## src/rtl/id_ex_stage.sv

```systemverilog
// ID/EX pipeline register with operand forwarding and load-use detection.
// One slot; held operands are refreshed from the bypass network while stalled.
module id_ex_stage (
  input  logic        clk,
  input  logic        rst_n,
  input  logic        in_valid,
  output logic        in_ready,
  input  logic [31:0] rs1_data,
  input  logic [31:0] rs2_data,
  input  logic [31:0] imm,
  input  logic [4:0]  rs1_addr,
  input  logic [4:0]  rs2_addr,
  input  logic [4:0]  rd_addr,
  input  logic        alu_src,
  input  logic [2:0]  alu_control,
  input  logic        mem_read,
  input  logic        reg_write,
  input  logic        flush,
  input  logic [4:0]  mem_rd,
  input  logic        mem_reg_write,
  input  logic [31:0] mem_result,
  input  logic [4:0]  wb_rd,
  input  logic        wb_reg_write,
  input  logic [31:0] wb_result,
  output logic        out_valid,
  input  logic        out_ready,
  output logic [31:0] op_a,
  output logic [31:0] op_b,
  output logic [31:0] store_data,
  output logic [2:0]  alu_control_o,
  output logic [4:0]  rd_o,
  output logic        mem_read_o,
  output logic        reg_write_o,
  output logic        load_use_stall
);

  typedef struct packed {
    logic [4:0]  rs1_addr;
    logic [4:0]  rs2_addr;
    logic [4:0]  rd;
    logic [31:0] rs1_data;
    logic [31:0] rs2_data;
    logic [31:0] imm;
    logic        alu_src;
    logic [2:0]  alu_ctl;
    logic        mem_read;
    logic        reg_write;
  } slot_t;

  slot_t slot_q, slot_d;
  logic  valid_q, valid_d;
  logic  advance, hazard;

  function automatic logic [31:0] fwd(
    input logic [4:0]  a,
    input logic [31:0] d,
    input logic [4:0]  m_rd,
    input logic        m_we,
    input logic [31:0] m_res,
    input logic [4:0]  w_rd,
    input logic        w_we,
    input logic [31:0] w_res
  );
    logic [31:0] r;
    r = d;
    // MEM is younger than WB, so it wins; x0 is hardwired.
    if (a != 5'd0 && m_we && m_rd == a)
      r = m_res;
    else if (a != 5'd0 && w_we && w_rd == a)
      r = w_res;
    return r;
  endfunction

  assign op_a = fwd(slot_q.rs1_addr, slot_q.rs1_data,
                    mem_rd, mem_reg_write, mem_result,
                    wb_rd, wb_reg_write, wb_result);
  assign store_data = fwd(slot_q.rs2_addr, slot_q.rs2_data,
                          mem_rd, mem_reg_write, mem_result,
                          wb_rd, wb_reg_write, wb_result);
  assign op_b = slot_q.alu_src ? slot_q.imm : store_data;

  assign advance = !valid_q || out_ready;
  assign hazard  = valid_q && slot_q.mem_read
                && slot_q.rd != 5'd0 && in_valid
                && (rs1_addr == slot_q.rd
                 || rs2_addr == slot_q.rd);

  assign load_use_stall = hazard;
  assign in_ready       = advance && !hazard && !flush;

  assign out_valid      = valid_q;
  assign alu_control_o  = slot_q.alu_ctl;
  assign rd_o           = slot_q.rd;
  assign mem_read_o     = slot_q.mem_read;
  assign reg_write_o    = slot_q.reg_write;

  always_comb begin
    slot_d  = slot_q;
    valid_d = valid_q;
    if (flush || (advance && hazard)) begin
      valid_d          = 1'b0;
      slot_d.mem_read  = 1'b0;
      slot_d.reg_write = 1'b0;
    end else if (advance) begin
      valid_d          = in_valid;
      slot_d.rs1_addr  = rs1_addr;
      slot_d.rs2_addr  = rs2_addr;
      slot_d.rd        = rd_addr;
      slot_d.rs1_data  = rs1_data;
      slot_d.rs2_data  = rs2_data;
      slot_d.imm       = imm;
      slot_d.alu_src   = alu_src;
      slot_d.alu_ctl   = alu_control;
      slot_d.mem_read  = in_valid && mem_read;
      slot_d.reg_write = in_valid && reg_write;
    end else begin
      // Stalled: capture bypassed values before their writers retire.
      slot_d.rs1_data = op_a;
      slot_d.rs2_data = store_data;
    end
  end

  always_ff @(posedge clk or negedge rst_n) begin
    if (!rst_n) begin
      slot_q  <= '0;
      valid_q <= 1'b0;
    end else begin
      slot_q  <= slot_d;
      valid_q <= valid_d;
    end
  end

endmodule

```

## config.mk

```make
export PLATFORM = sky130hd
export DESIGN_NAME = id_ex_stage
export DESIGN_NICKNAME = d
export VERILOG_FILES = /design/src/rtl/id_ex_stage.sv
export SDC_FILE = /design/constraint.sdc
export NUM_CORES = 1
export LEC_CHECK = 0
export BUFFER_PORTS_ARGS = -buffer_cell sky130_fd_sc_hd__buf_2
export CAP_MARGIN = 20
export CORE_ASPECT_RATIO = 0.8
export CORE_MARGIN = 2
export CORE_UTILIZATION = 51
export DETAILED_ROUTE_END_ITERATION = 12
export MAX_ROUTING_LAYER = met4
export PLACE_DENSITY = 0.82
export SETUP_SLACK_MARGIN = 0.2
export SLEW_MARGIN = 25
export SYNTH_ARGS = -nofsm -noshare
export SYNTH_HDL_FRONTEND = slang
export SYNTH_SLANG_ARGS = --single-unit
```

## constraint.sdc

```tcl
create_clock -name clk -period 2.9 [get_ports clk]
set_input_delay 0.145 -clock clk [delete_from_list [all_inputs] [get_ports clk]]
set_output_delay 0.145 -clock clk [all_outputs]
set_load 0.005 [all_outputs]
```

==> flow_metrics.py, run 1 <==
metrics = {
    "routing": {
        "drtIter0Drc": 1141,
        "via_per_inst": 6.718,
        "first_pass_iters": 6,
        "routed_wl_um": 33090,
        "drc_errors": 0,
        "num_vias": 9654,
        "postRouteAntennaNets": 0,
        "wl_per_cell_um": 23.03,
    },
    "critical_path": {
        "endpoint_kind": "output pin",
        "crit_buf_inv": 2,
        "crit_slowest_cell": "or4b_4",
        "arrival_ps": 2620,
        "crit_type": "register to output pin",
        "crit_cells": 7,
        "worstReg2RegStart": "slot_q[111]",
        "crit_start": "slot_q[108]",
        "crit_chain": "xor2_1, or4b_4, buf_8, o21ai_1, a31oi_1, mux2_2, buf_2",
        "max_stage_delay_ps": 600,
        "cp-endpoint": "op_b[17]",
        "regToRegEndpoint": "slot_q[58]",
        "required_ps": 2760,
        "crit_fanout": 19,
        "rr_worst_depth": 8,
        "r2r_slack_ps": 320,
        "startpoint_type": "register",
        "critPathTopFamily": "simple AND/OR/NAND/NOR gates",
    },
    "floorplanning": {
        "core_area_um2": 15700,
        "start_util": 0.5198,
        "io_pins": 307,
        "std_cell_rows": 41,
        "die_area_um2": 17040,
        "dieWidth_um": 145.4,
        "fp.dieH_um": 117.1,
    },
    "min_path": {
        "hold_class": "input pin to register",
        "hold_depth": 2,
        "worstHoldStart": "rs1_addr[2]",
    },
    "timing": {
        "fin_skew_ps": 12.36,
        "setup_violations": 0,
        "fmax_mhz": 361.9,
        "worst_pin_slew_ps": 1204,
        "finalSetupTns_ps": 0,
        "period_needed_ps": 2763,
        "slew_headroom": 0.1958,
        "rsz0062_at_grt": "true",
        "slew_viol_final": 0,
        "post-route-period-util": 0.9528,
        "hold_viol": 0,
    },
    "placed_design": {
        "numPortBuffers": 306,
        "dp_hpwl_um": 20920,
        "place.gp.congestion": 0.9538,
    },
    "grt": {
        "globalRouteOverflowTotal": 0,
        "grt_pass1_wl_um": 49950,
        "grt_pass1_vias": 9580,
        "grt_max_degree": 91,
        "antenna_found_initial": 2,
        "grt_usage": 0.3857,
    },
    "flow_run": {
        "max-cap-violations": 0,
    },
    "yosys": {
        "syn_inst": 891,
        "synth_nets": 1089,
        "synth_area_um2": 8160,
        "synthMuxAreaShare": 0.1145,
        "synth-compound-area-share": 0.2763,
        "yosys-top-cells-area": "dfrtp_1 (36%), mux2_2 (11%), a21oi_1 (4.2%)",
        "ys_seq_area_frac": 0.3619,
        "yosys.area.top_type_share": 0.3619,
        "synth_xor_area_frac": 0.03220,
        "yosys_warnings": 0,
        "synth-edff-count": 0,
        "synth_top_family_by_area": "compound AO/OA/AOI/OAI gates",
        "synthArstFlopShare": 1.000,
        "synthSimpleGateAreaFrac": 0.1414,
        "synth-seq-cells": 118,
        "synth_area_per_cell_um2": 9.159,
        "yosysTopAreaCell": "dfrtp_1",
        "synth_fa_ha_area_frac": 0,
        "ys_types": 45,
        "synth_ff_type": "dfrtp_1",
    },
    "cts": {
        "cts_tree": "built",
        "htreeDepth": 4,
        "numClockSinks": 118,
        "clockBufferDepth": 2,
        "clk_pin_slew_ps": 60,
        "worstSkewPairLatency_ps": 430,
        "numCtsBuffers": 17,
        "root_buffer": "clkbuf_16",
    },
    "pwr": {
        "p_total_uw": 6122,
        "vdd_drop_max_v": 0.0004838,
        "leakage_uw": 0.004948,
        "powerDensity_nw_per_um2": 537.5,
    },
    "cells_and_area": {
        "area_growth_pct": 39.59,
        "drive_gt1_frac": 0.4266,
        "layout.nets": 1405,
    },
    "outcome": {
        "status": "finished, final reports clean",
    },
}
Yosys cell counts (all sizes together) (2+ instances only):
| cell type | number |
|---|---|
| xor2 | 10 |
| o2111ai | 2 |
| o31a | 32 |
| o311ai | 32 |
| nand3b | 32 |
| a211oi | 2 |
| o32a | 32 |
| clkbuf | 67 |
| nand3 | 34 |
| nor2 | 2 |
| nor4 | 2 |
| nand2 | 70 |
| o211ai | 3 |
| xnor2 | 20 |
| nand4 | 3 |
| buf | 35 |
| o21ai | 33 |
| a32oi | 32 |
| dfrtp | 118 |
| mux2 | 83 |
| and3 | 32 |
| a31oi | 32 |
| nor3 | 33 |
| a21oi | 69 |
| a311oi | 32 |
| and2 | 2 |
| inv | 35 |
power breakdown:
group	total (µW)	internal (µW)	switching, µW
Clock	2240	1430	806
Combinational	1890	875	1010
Sequential	1990	1840	154
Total	6120	4150	1970
kinds of logic after synthesis:
family | count (synthesis)
AND/OR/NAND/NOR | 217
XOR/XNOR | 30
AO/OA/AOI/OAI | 305
flip-flops | 118
multiplexers | 83
buffers and inverters | 138
layer usage:
| layer | GRT usage | share of wire | up-vias |
|---|---|---|---|
| met4 | 0.1882 | 0.044 | 0 |
| met3 | 0.1105 | 0.12 | 171 |
| met1 | 0.4602 | 0.37 | 4604 |
| met5 | - | 0 | - |
| met2 | 0.6098 | 0.47 | 789 |
| li1 | - | - | 4090 |
registers in the layout, indices dropped and copies added, names as in the netlist:
name / flops
mem_read_o: 1
reg_write_o: 1
slot_q: 107
out_valid: 1
alu_control_o: 3
rd_o: 5
cell type report:
type,count,area (µm²)
multi-input cells,635,4887
fillers,1136,4307
flip-flops and latches,118,2955
repair buffers,399,2526
clock buffers,23,488.0
well taps,215,269.0
inverters,36,135.1
clock inverters,8,122.6
diodes,3,7.507
placed cells by master (no fill, tap or decap), drive strengths merged, types with 33 or more instances in the layout:
master	Yosys	routed
a21oi	69	69
buf	35	348
dfrtp	118	118
dlygate4sd3	0	49
inv	35	35
mux2	83	83
nand2	70	70
nand3	34	34
nor3	33	33
o21ai	33	33
through the flow:
stage	util	instance area (µm²)	hold WS (ps)	worst slack (ps)	instances
global route	0.7255	11390	14.95	58.87	1436
floorplan	-	8160	-150.6	772.2	891
finish	0.7257	11390	2.457	136.9	1437
global placement	0.6292	9877	211.4	479.7	1343
CTS	0.7143	11210	1.851	191.5	1430
detailed placement	0.6292	9877	206.3	384.1	1343
worst min path at each step:
stage | endpoint | slack (ps)
2_1_floorplan | alu_control_o[0] | -150
3_3_place_gp | slot_q[52] | 210
3_5_place_dp | slot_q[21] | 210
4_1_cts | slot_q[114] | 2
5_1_grt | slot_q[107] | 10
6_report | slot_q[114] | 2
what timing repair did:
item,in CTS,in global routing
endpoints found under the hold margin,94,0
buffers inserted,5,4
setup endpoints to repair,33,38
gates cloned,2,0
resized for setup,32,34
pin swaps,3,4
hold buffers,49,0
No activity file was read; power rests on OpenSTA's default activity.
==> inputs of run 2 (changes only) <==
--- a/config.mk
+++ b/config.mk
@@ -7,12 +7,14 @@
 export LEC_CHECK = 0
 export BUFFER_PORTS_ARGS = -buffer_cell sky130_fd_sc_hd__buf_2
 export CAP_MARGIN = 20
+export CELL_PAD_IN_SITES_DETAIL_PLACEMENT = 0
+export CELL_PAD_IN_SITES_GLOBAL_PLACEMENT = 1
 export CORE_ASPECT_RATIO = 0.8
 export CORE_MARGIN = 2
-export CORE_UTILIZATION = 51
+export CORE_UTILIZATION = 37
 export DETAILED_ROUTE_END_ITERATION = 12
 export MAX_ROUTING_LAYER = met4
-export PLACE_DENSITY = 0.82
+export PLACE_DENSITY_LB_ADDON = 0.1
 export SETUP_SLACK_MARGIN = 0.2
 export SLEW_MARGIN = 25
 export SYNTH_ARGS = -nofsm -noshare
==> flow_metrics.py, run 2 (same netlist as run 1, synthesis figures left out) <==
metrics = {
    "outcome": {
        "status": "finished, final reports clean",
    },
    "critical_path": {
        "arrival_ps": 2590,
        "crit_type": "register to output pin",
        "regToRegEndpoint": "slot_q[68]",
        "required_ps": 2760,
        "cp-endpoint": "op_b[27]",
        "crit_start": "slot_q[109]",
        "crit_fanout": 20,
        "worstReg2RegStart": "slot_q[109]",
        "endpoint_kind": "output pin",
        "r2r_slack_ps": 450,
        "rr_worst_depth": 7,
        "startpoint_type": "register",
    },
    "floorplanning": {
        "dieWidth_um": 170.0,
        "start_util": 0.3774,
        "fp.dieH_um": 136.8,
        "io_pins": 307,
        "std_cell_rows": 48,
        "die_area_um2": 23270,
        "core_area_um2": 21620,
    },
    "cells_and_area": {
        "largest_reg_flops": 107,
        "final_common_cell": "buf_2",
        "regMostFlops": "slot_q",
        "final_cell_mix": "buf_2 (305), dfrtp_1 (116), mux2_2 (83), nand2_1 (70), a21oi_1 (68)",
        "area_growth_pct": 39.70,
        "layout.nets": 1400,
        "drive_gt1_frac": 0.4156,
    },
    "timing": {
        "worst_pin_slew_ps": 923.1,
        "hold_viol": 0,
        "fmax_mhz": 365.7,
        "slew_headroom": 0.3846,
        "setup_violations": 0,
        "fin_skew_ps": 11.50,
        "slew_viol_final": 0,
        "post-route-period-util": 0.9431,
        "period_needed_ps": 2735,
        "rsz0062_at_grt": "true",
        "finalSetupTns_ps": 0,
    },
    "routing": {
        "first_pass_iters": 5,
        "routed_wl_um": 31820,
        "drtIter0Drc": 722,
        "postRouteAntennaNets": 0,
        "via_per_inst": 5.983,
        "wl_per_cell_um": 21.33,
        "num_vias": 8927,
        "drc_errors": 0,
    },
    "cts": {
        "numCtsBuffers": 17,
        "cts_tree": "built",
        "clk_pin_slew_ps": 60,
        "htreeDepth": 4,
        "clockBufferDepth": 2,
        "root_buffer": "clkbuf_16",
        "numClockSinks": 118,
        "worstSkewPairLatency_ps": 430,
    },
    "pwr": {
        "p_int_uw": 4132,
        "power_frac_comb": 0.299,
        "leakage_uw": 0.004901,
        "pwr-share-seq": 0.327,
        "p_clk_frac": 0.374,
        "swShare": 0.3169,
        "powerDensity_nw_per_um2": 530.6,
        "p_total_uw": 6049,
        "vdd_drop_max_v": 0.0002864,
        "p_switching_uw": 1917,
    },
    "min_path": {
        "hold_class": "input pin to register",
    },
    "placed_design": {
        "dp_hpwl_um": 21280,
        "place.gp.congestion": 0.8746,
        "numPortBuffers": 306,
    },
    "grt": {
        "antenna_found_initial": 2,
        "globalRouteOverflowTotal": 0,
        "grt_pass1_wl_um": 47940,
        "grt_usage": 0.2753,
        "grt_pass1_vias": 8677,
        "grt_max_degree": 94,
    },
    "flow_run": {
        "max-cap-violations": 0,
    },
}
run 2: what timing repair did:
action                                  CTS  global route
endpoints found under the hold margin   142             0
cloned                                    1             0
resized for setup                        14            38
setup buffers                             2             0
pin swaps                                 1             3
hold buffers                             52             0
endpoints found under the setup margin   33            32
run 2: layout make-up:
type	count	area (µm²)
clock inverters	13	181.4
well taps	275	344.1
multi-input cells	635	4850
repair buffers	394	2496
inverters	36	135.1
clock buffers	19	432.9
fillers	2112	10220
flip-flops and latches	118	2955
diodes	2	5.005
run 2: layer usage:
layer / track usage / part of all wire
met3: 0.04396 / 0.062
met1: 0.3765 / 0.46
met2: 0.4223 / 0.46
met5: - / 0
met4: 0.08167 / 0.017
run 2: worst min path at each step:
stage / startpoint / endpoint / cells past startpoint
6_report: rs2_addr[4] / slot_q[111] / 2
5_1_grt: rs2_addr[4] / slot_q[111] / 2
4_1_cts: rs2_addr[4] / slot_q[111] / 2
3_5_place_dp: rst_n / rd_o[3] / 1
3_3_place_gp: rst_n / rd_o[2] / 1
2_1_floorplan: rst_n / alu_control_o[0] / 0
run 2: metrics by stage:
stage | utilization | hold slack (ps) | area (µm²) | cells | setup WS [ps]
finish | 0.5273 | 14.38 | 11400 | 1492 | 165.1
detailed placement | 0.4623 | 319.6 | 9995 | 1403 | 376.8
CTS | 0.5192 | 4.831 | 11220 | 1490 | 166.2
global route | 0.5273 | 5.149 | 11400 | 1492 | 109.5
floorplan | - | -150.6 | 8160 | 891 | 772.2
global placement | 0.4623 | 319.1 | 9995 | 1403 | 462.3
run 2: critical path, cell delays in order (launching register included):
cell	delay (ps)
dfrtp_1	450
or4_4	560
o211ai_4	220
or2_4	190
buf_12	180
a31oi_1	130
mux2_2	280
buf_2	130
run 2: power groups by stage:
stage          Combinational (µW)  Clock, µW  Sequential, µW
2_1_floorplan                 978          0            1950
3_3_place_gp                 1670          0            2000
3_5_place_dp                 1670          0            2000
4_1_cts                      1750       2290            1970
5_1_grt                      1960       2370            2000
6_report                     1810       2260            1980
